`src/rtl/multicycle_unit_stall_ctrl.sv`:
```
// Issue/stall controller for NUM_UNITS multi-cycle execution units dispatched from E.
// Optional watchdog per unit enabled with `define MCU_WATCHDOG_EN.
module multicycle_unit_stall_ctrl #(
  parameter int unsigned NUM_UNITS = 2,
  parameter int unsigned DATA_W    = 32,
  parameter int unsigned WDOG_W    = 10
) (
  input  logic                        clk,
  input  logic                        rst,
  input  logic [NUM_UNITS-1:0]        dispatch_e,
  input  logic                        hold_i,
  input  logic                        squash_i,
  input  logic [NUM_UNITS-1:0]        unit_valid,
  input  logic [NUM_UNITS*DATA_W-1:0] unit_result,
  output logic [NUM_UNITS-1:0]        unit_start,
  output logic                        stall_o,
  output logic                        bubble_m_o,
  output logic [DATA_W-1:0]           result_o,
  output logic [NUM_UNITS-1:0]        busy_o,
  output logic                        err_multi_o,
  output logic [NUM_UNITS-1:0]        wdog_o
);

  typedef enum logic [1:0] {S_IDLE, S_WAIT, S_HELD, S_DRAIN} state_e;

  state_e              state_q [NUM_UNITS];
  state_e              state_d [NUM_UNITS];
  logic [DATA_W-1:0]   result_q, result_d;
  logic                err_q, err_d;
  logic [NUM_UNITS-1:0] start_c;
  logic                stall_c;
  logic                ret_hit;
  logic                wd_fire;

`ifdef MCU_WATCHDOG_EN
  logic [WDOG_W-1:0]    cnt_q [NUM_UNITS];
  logic [WDOG_W-1:0]    cnt_d [NUM_UNITS];
  logic [NUM_UNITS-1:0] wdog_q, wdog_d;
`else
  localparam int unsigned WdogWUnused = WDOG_W;
`endif

  always_comb begin
    start_c  = '0;
    stall_c  = 1'b0;
    ret_hit  = 1'b0;
    wd_fire  = 1'b0;
    result_d = result_q;
    err_d    = err_q | ($countones(dispatch_e) > 1);
`ifdef MCU_WATCHDOG_EN
    wdog_d   = wdog_q;
`endif
    for (int unsigned i = 0; i < NUM_UNITS; i++) begin
      state_d[i] = state_q[i];
      unique case (state_q[i])
        S_IDLE: begin
          if (dispatch_e[i] && !hold_i && !squash_i) begin
            start_c[i] = 1'b1;
            stall_c    = 1'b1;
            state_d[i] = S_WAIT;
          end
        end
        S_WAIT: begin
          if (squash_i) begin
            state_d[i] = S_DRAIN;
          end else if (unit_valid[i]) begin
            // Ascending scan: the lowest-index retiring unit owns result_o.
            if (!ret_hit) begin
              result_d = unit_result[i*DATA_W +: DATA_W];
              ret_hit  = 1'b1;
            end
            state_d[i] = hold_i ? S_HELD : S_IDLE;
          end else begin
            stall_c = 1'b1;
`ifdef MCU_WATCHDOG_EN
            if (cnt_q[i] == '1) begin
              stall_c    = 1'b0;
              wd_fire    = 1'b1;
              wdog_d[i]  = 1'b1;
              state_d[i] = S_IDLE;
            end
`endif
          end
        end
        S_HELD: begin
          if (!hold_i) state_d[i] = S_IDLE;
        end
        S_DRAIN: begin
          if (dispatch_e[i]) stall_c = 1'b1;
          if (unit_valid[i]) begin
            state_d[i] = S_IDLE;
          end
`ifdef MCU_WATCHDOG_EN
          else if (cnt_q[i] == '1) begin
            wd_fire    = 1'b1;
            wdog_d[i]  = 1'b1;
            state_d[i] = S_IDLE;
          end
`endif
        end
        default: state_d[i] = S_IDLE;
      endcase
`ifdef MCU_WATCHDOG_EN
      if ((state_q[i] == S_WAIT || state_q[i] == S_DRAIN) &&
          (state_d[i] == S_WAIT || state_d[i] == S_DRAIN))
        cnt_d[i] = cnt_q[i] + 1'b1;
      else
        cnt_d[i] = '0;
`endif
    end
    if (wd_fire && !ret_hit) result_d = '1;
    if (rst) begin
      start_c = '0;
      stall_c = 1'b0;
    end
  end

  always_ff @(posedge clk) begin
    if (rst) begin
      for (int unsigned i = 0; i < NUM_UNITS; i++) state_q[i] <= S_IDLE;
      result_q <= '0;
      err_q    <= 1'b0;
    end else begin
      for (int unsigned i = 0; i < NUM_UNITS; i++) state_q[i] <= state_d[i];
      result_q <= result_d;
      err_q    <= err_d;
    end
  end

`ifdef MCU_WATCHDOG_EN
  always_ff @(posedge clk) begin
    if (rst) begin
      for (int unsigned i = 0; i < NUM_UNITS; i++) cnt_q[i] <= '0;
      wdog_q <= '0;
    end else begin
      for (int unsigned i = 0; i < NUM_UNITS; i++) cnt_q[i] <= cnt_d[i];
      wdog_q <= wdog_d;
    end
  end
  assign wdog_o = wdog_q;
`else
  assign wdog_o = '0;
`endif

  always_comb begin
    busy_o = '0;
    for (int unsigned i = 0; i < NUM_UNITS; i++) busy_o[i] = (state_q[i] != S_IDLE);
  end

  assign unit_start  = start_c;
  assign stall_o     = stall_c;
  assign bubble_m_o  = stall_c;
  assign result_o    = result_q;
  assign err_multi_o = err_q;

endmodule
```
`config.mk`:
```
export PLATFORM = sky130hd
export DESIGN_NAME = multicycle_unit_stall_ctrl
export DESIGN_NICKNAME = d
export VERILOG_FILES = /design/src/rtl/multicycle_unit_stall_ctrl.sv
export SDC_FILE = /design/constraint.sdc
export NUM_CORES = 1
export LEC_CHECK = 0
export CAP_MARGIN = 20
export CORE_MARGIN = 8
export CORE_UTILIZATION = 35
export DETAILED_ROUTE_END_ITERATION = 6
export PLACE_DENSITY = 0.73
export SLEW_MARGIN = 20
export SYNTH_ARGS = -nofsm -noshare
export SYNTH_HDL_FRONTEND = slang
export SYNTH_SLANG_ARGS = --single-unit
export TNS_END_PERCENT = 1
```
`constraint.sdc`:
```
create_clock -name clk -period 2.2 [get_ports clk]
set_clock_uncertainty 0.1 [all_clocks]
set_input_delay 0.22 -clock clk [delete_from_list [all_inputs] [get_ports clk]]
set_output_delay 0.22 -clock clk [all_outputs]
set_load 0.1 [all_outputs]
```
==> summary.txt <==
Job
  • Max Cap Violations: 0

Setup path
  • Worst R2R End: result_o[28]$_SDFF_PP0_
  • Flop-to-flop setup slack: around 0.43 ns
  • Reg2reg path depth: 7
  • Crit. Startpoint: state_q[0][3]$_SDFFE_PP0P_
  • Startpoint types: flop
  • WS Path Type: flop to output port
  • R2R Path Start: state_q[0][3]$_SDFFE_PP0P_
  • Crit path required time: between 1.5 and 2 ns
  • CP Data Arrival Time: roughly 1.8 ns
  • CP max FO: 3
  • Worst Setup End Kind: output port

Synthesis
  • Register area share after synthesis: roughly a third
  • Yosys Warn Count: 0
  • Post-synth top area cell: dfxtp_1
  • Synthesized flop and latch total: 37
  • Average cell area after synthesis: a little under 9 um2
  • Netlist cell types: 34
  • Syn Std Cell Area: between 2000 and 2500 um2
  • Synth top area share: 34.72%
  • Post-Synthesis Cells: approximately 240
  • Synth area leaders: dfxtp_1, a311oi_2, nand3_1

Drt
  • Wire per inst: around 16 um
  • Via count: between 2k and 2.5k
  • Vias per cell: ~5
  • DRT Pass-1 Iters: 4
  • Drt drc: 0
  • Initial DRC Count: 141
  • Antenna-violating nets left: 0
  • Routed Wire Length: about 6800 um

Placed design
  • Port bufs: 110
  • Gpl congestion: between 0.8 and 0.9
  • Pre-CTS setup slack: 0.04574 ns
  • HPWL Detailed: 4908 um
  • DP Area: 3252 um2
  • Placed Cells: between 400 and 500

Clock tree
  • Htree depth: 2
  • Clock buffer depth: 2
  • CTS tree: built
  • Clock buffer count from CTS: 5
  • Hold Buf Count CTS: 0
  • Clock transition at the registers of the reported paths: around 0.08 ns
  • CTS root buf: clkbuf_8
  • Worst-Skew Late Latency: 0.29 ns
  • CTS sink cnt: 37

Layout
  • Core Util, Final: between 50% and 60%
  • Most common cell after layout, fill and taps aside: clkdlybuf4s50_1
  • Layout cells sized above 1: between 20% and 30%
  • Final Cell Area: approximately 3400 um2
  • Fillers: 569
  • Syn-to-layout area delta: 57.89%
  • Commonest non-fill, non-tap cells in the layout: clkdlybuf4s50_1, buf_4, nor2_1
  • Antenna cells: 0
  • Fin cells: 419
  • # nets final: between 400 and 500

STA
  • Max Freq: around 470 MHz
  • Setup TNS: 0 ns
  • Max Transition Viols Final: 0
  • Final setup fails: 0
  • Crit share post-route: a little over nine tenths
  • Least-Margin Pin Slew: 0.6211 ns
  • Hold Vio Cnt, Final: 0
  • Slew margin rel.: around three fifths
  • Final min period: around 2.1 ns
  • Final hold slack: ~0.33 ns
  • Unrepaired setup endpoints after global routing: yes
  • Worst setup margin: about 0.064 ns

Power and ir drop
  • Static Leakage: roughly 1.2 nW
  • Int Pwr: approximately 1.3 mW
  • Pwr Total: slightly above 2 mW
  • Clock Power Share: around 28%
  • Peak supply drop: 0.3783 mV
  • Sw power: ~770 uW
  • PwrDens: 616.5 nW/um2
  • Sequential Power Share: a little over a third
  • Sw Share: between 30% and 40%
  • Combinational share of power: roughly 37%

Hold path
  • Hold depth: 2
  • Hold Path End: err_multi_o$_SDFF_PP0_
  • HP Start: rst
  • Min-delay worst type: input pin to flop

Global route
  • Initial antenna violation count: 0
  • Congestion Overflow GR: 0
  • Pin count of the biggest net entering global routing: 35
  • First-pass GRT wire length: between 10,000 and 15,000 um
  • Vias in the first global route: roughly 2.3k
  • All-Layer GR Usage: 15.38%

Floorplan
  • Initial Utilization: between 30% and 40%
  • I/O pin count: ~110
  • Die ar.: around 8800 um2
  • Core Footprint: between 5000 and 6000 um2
  • # rows: 28
  • Chip height: around 94 um
  • Die width: around 94 um

Status
  • Status: complete, no violations
power groups by stage:
stage	clock [mW]	sequential (mW)	combinational, mW
finish	0.571	0.731	0.774
detailed placement	0	0.746	0.777
global placement	0	0.745	0.773
floorplan	0	0.958	0.327
CTS	0.587	0.731	0.778
global route	0.613	0.737	0.813
kinds of logic after synthesis:
family,after synthesis,share of synthesized area [%]
AO/OA/AOI/OAI,50,27.16
adder cells (fa/ha/maj),4,2.346
buffers and inverters,34,10.73
flip-flops,37,34.72
other,1,0.1758
AND/OR/NAND/NOR,117,24.87
cell usage after synthesis (all sizes together):
| master | instances |
|---|---|
| o32a | 1 |
| o21bai | 1 |
| nand2b | 1 |
| dfxtp | 37 |
| o21ai | 4 |
| a21oi | 6 |
| buf | 23 |
| ha | 4 |
| o41ai | 1 |
| a311oi | 32 |
| a311o | 1 |
| conb | 1 |
| nor3 | 3 |
| nor2b | 1 |
| and4b | 1 |
| a211oi | 1 |
| nor4b | 1 |
| nand4b | 1 |
| o32ai | 1 |
| nor2 | 39 |
| and4 | 1 |
| nand2 | 35 |
| a221o | 1 |
| inv | 8 |
| o21a | 1 |
| nand3 | 34 |
| clkbuf | 3 |
metal layers:
layer  share of wire [%]  wire length [um]  vias up  track usage, %
met4                 1.4                96        0           4.359
met3                 7.5               507        9           5.516
met2                  50              3365       62           26.02
met5                   0                 0        -               0
li1                    -                 -     1069               -
met1                  41              2794     1015           17.73
area by class of cell:
class | instances | area, um2 | share of cell area (%)
clock buffers | 5 | 68.82 | 2.043
clock inverters | 2 | 35.03 | 1.040
inverters | 8 | 32.53 | 0.9658
multi-input cells | 173 | 1236 | 36.70
flip-flops and latches | 37 | 748.2 | 22.21
well taps | 75 | 93.84 | 2.786
repair buffers | 119 | 1154 | 34.25
registers in the layout, indices dropped and copies added, names as in the netlist:
| signal | count |
|---|---|
| state_q | 4 |
| err_multi_o | 1 |
| result_o | 32 |
worst max path at each step:
stage                 endpoint  slack, ns  depth (start not counted)
global route           stall_o     -0.002                          6
finish              bubble_m_o       0.06                          5
detailed placement  bubble_m_o       0.05                          6
floorplan              stall_o      -0.25                          5
CTS                 bubble_m_o      0.008                          6
global placement    bubble_m_o       0.08                          6
timing repair:
item | 4_1_cts | 5_1_grt
pin swaps | 1 | 0
gates resized for setup | 0 | 5
buffers inserted | 0 | 0
setup endpoints to repair | 2 | 2
worst max-delay path, cell delays in order, from the launching register on:
cell and delay [ns]:
dfxtp_4 0.38, inv_4 0.05, ha_4 0.24, o32a_1 0.32
o32ai_4 0.32, buf_12 0.22
Power figures use the tool's default switching activity.
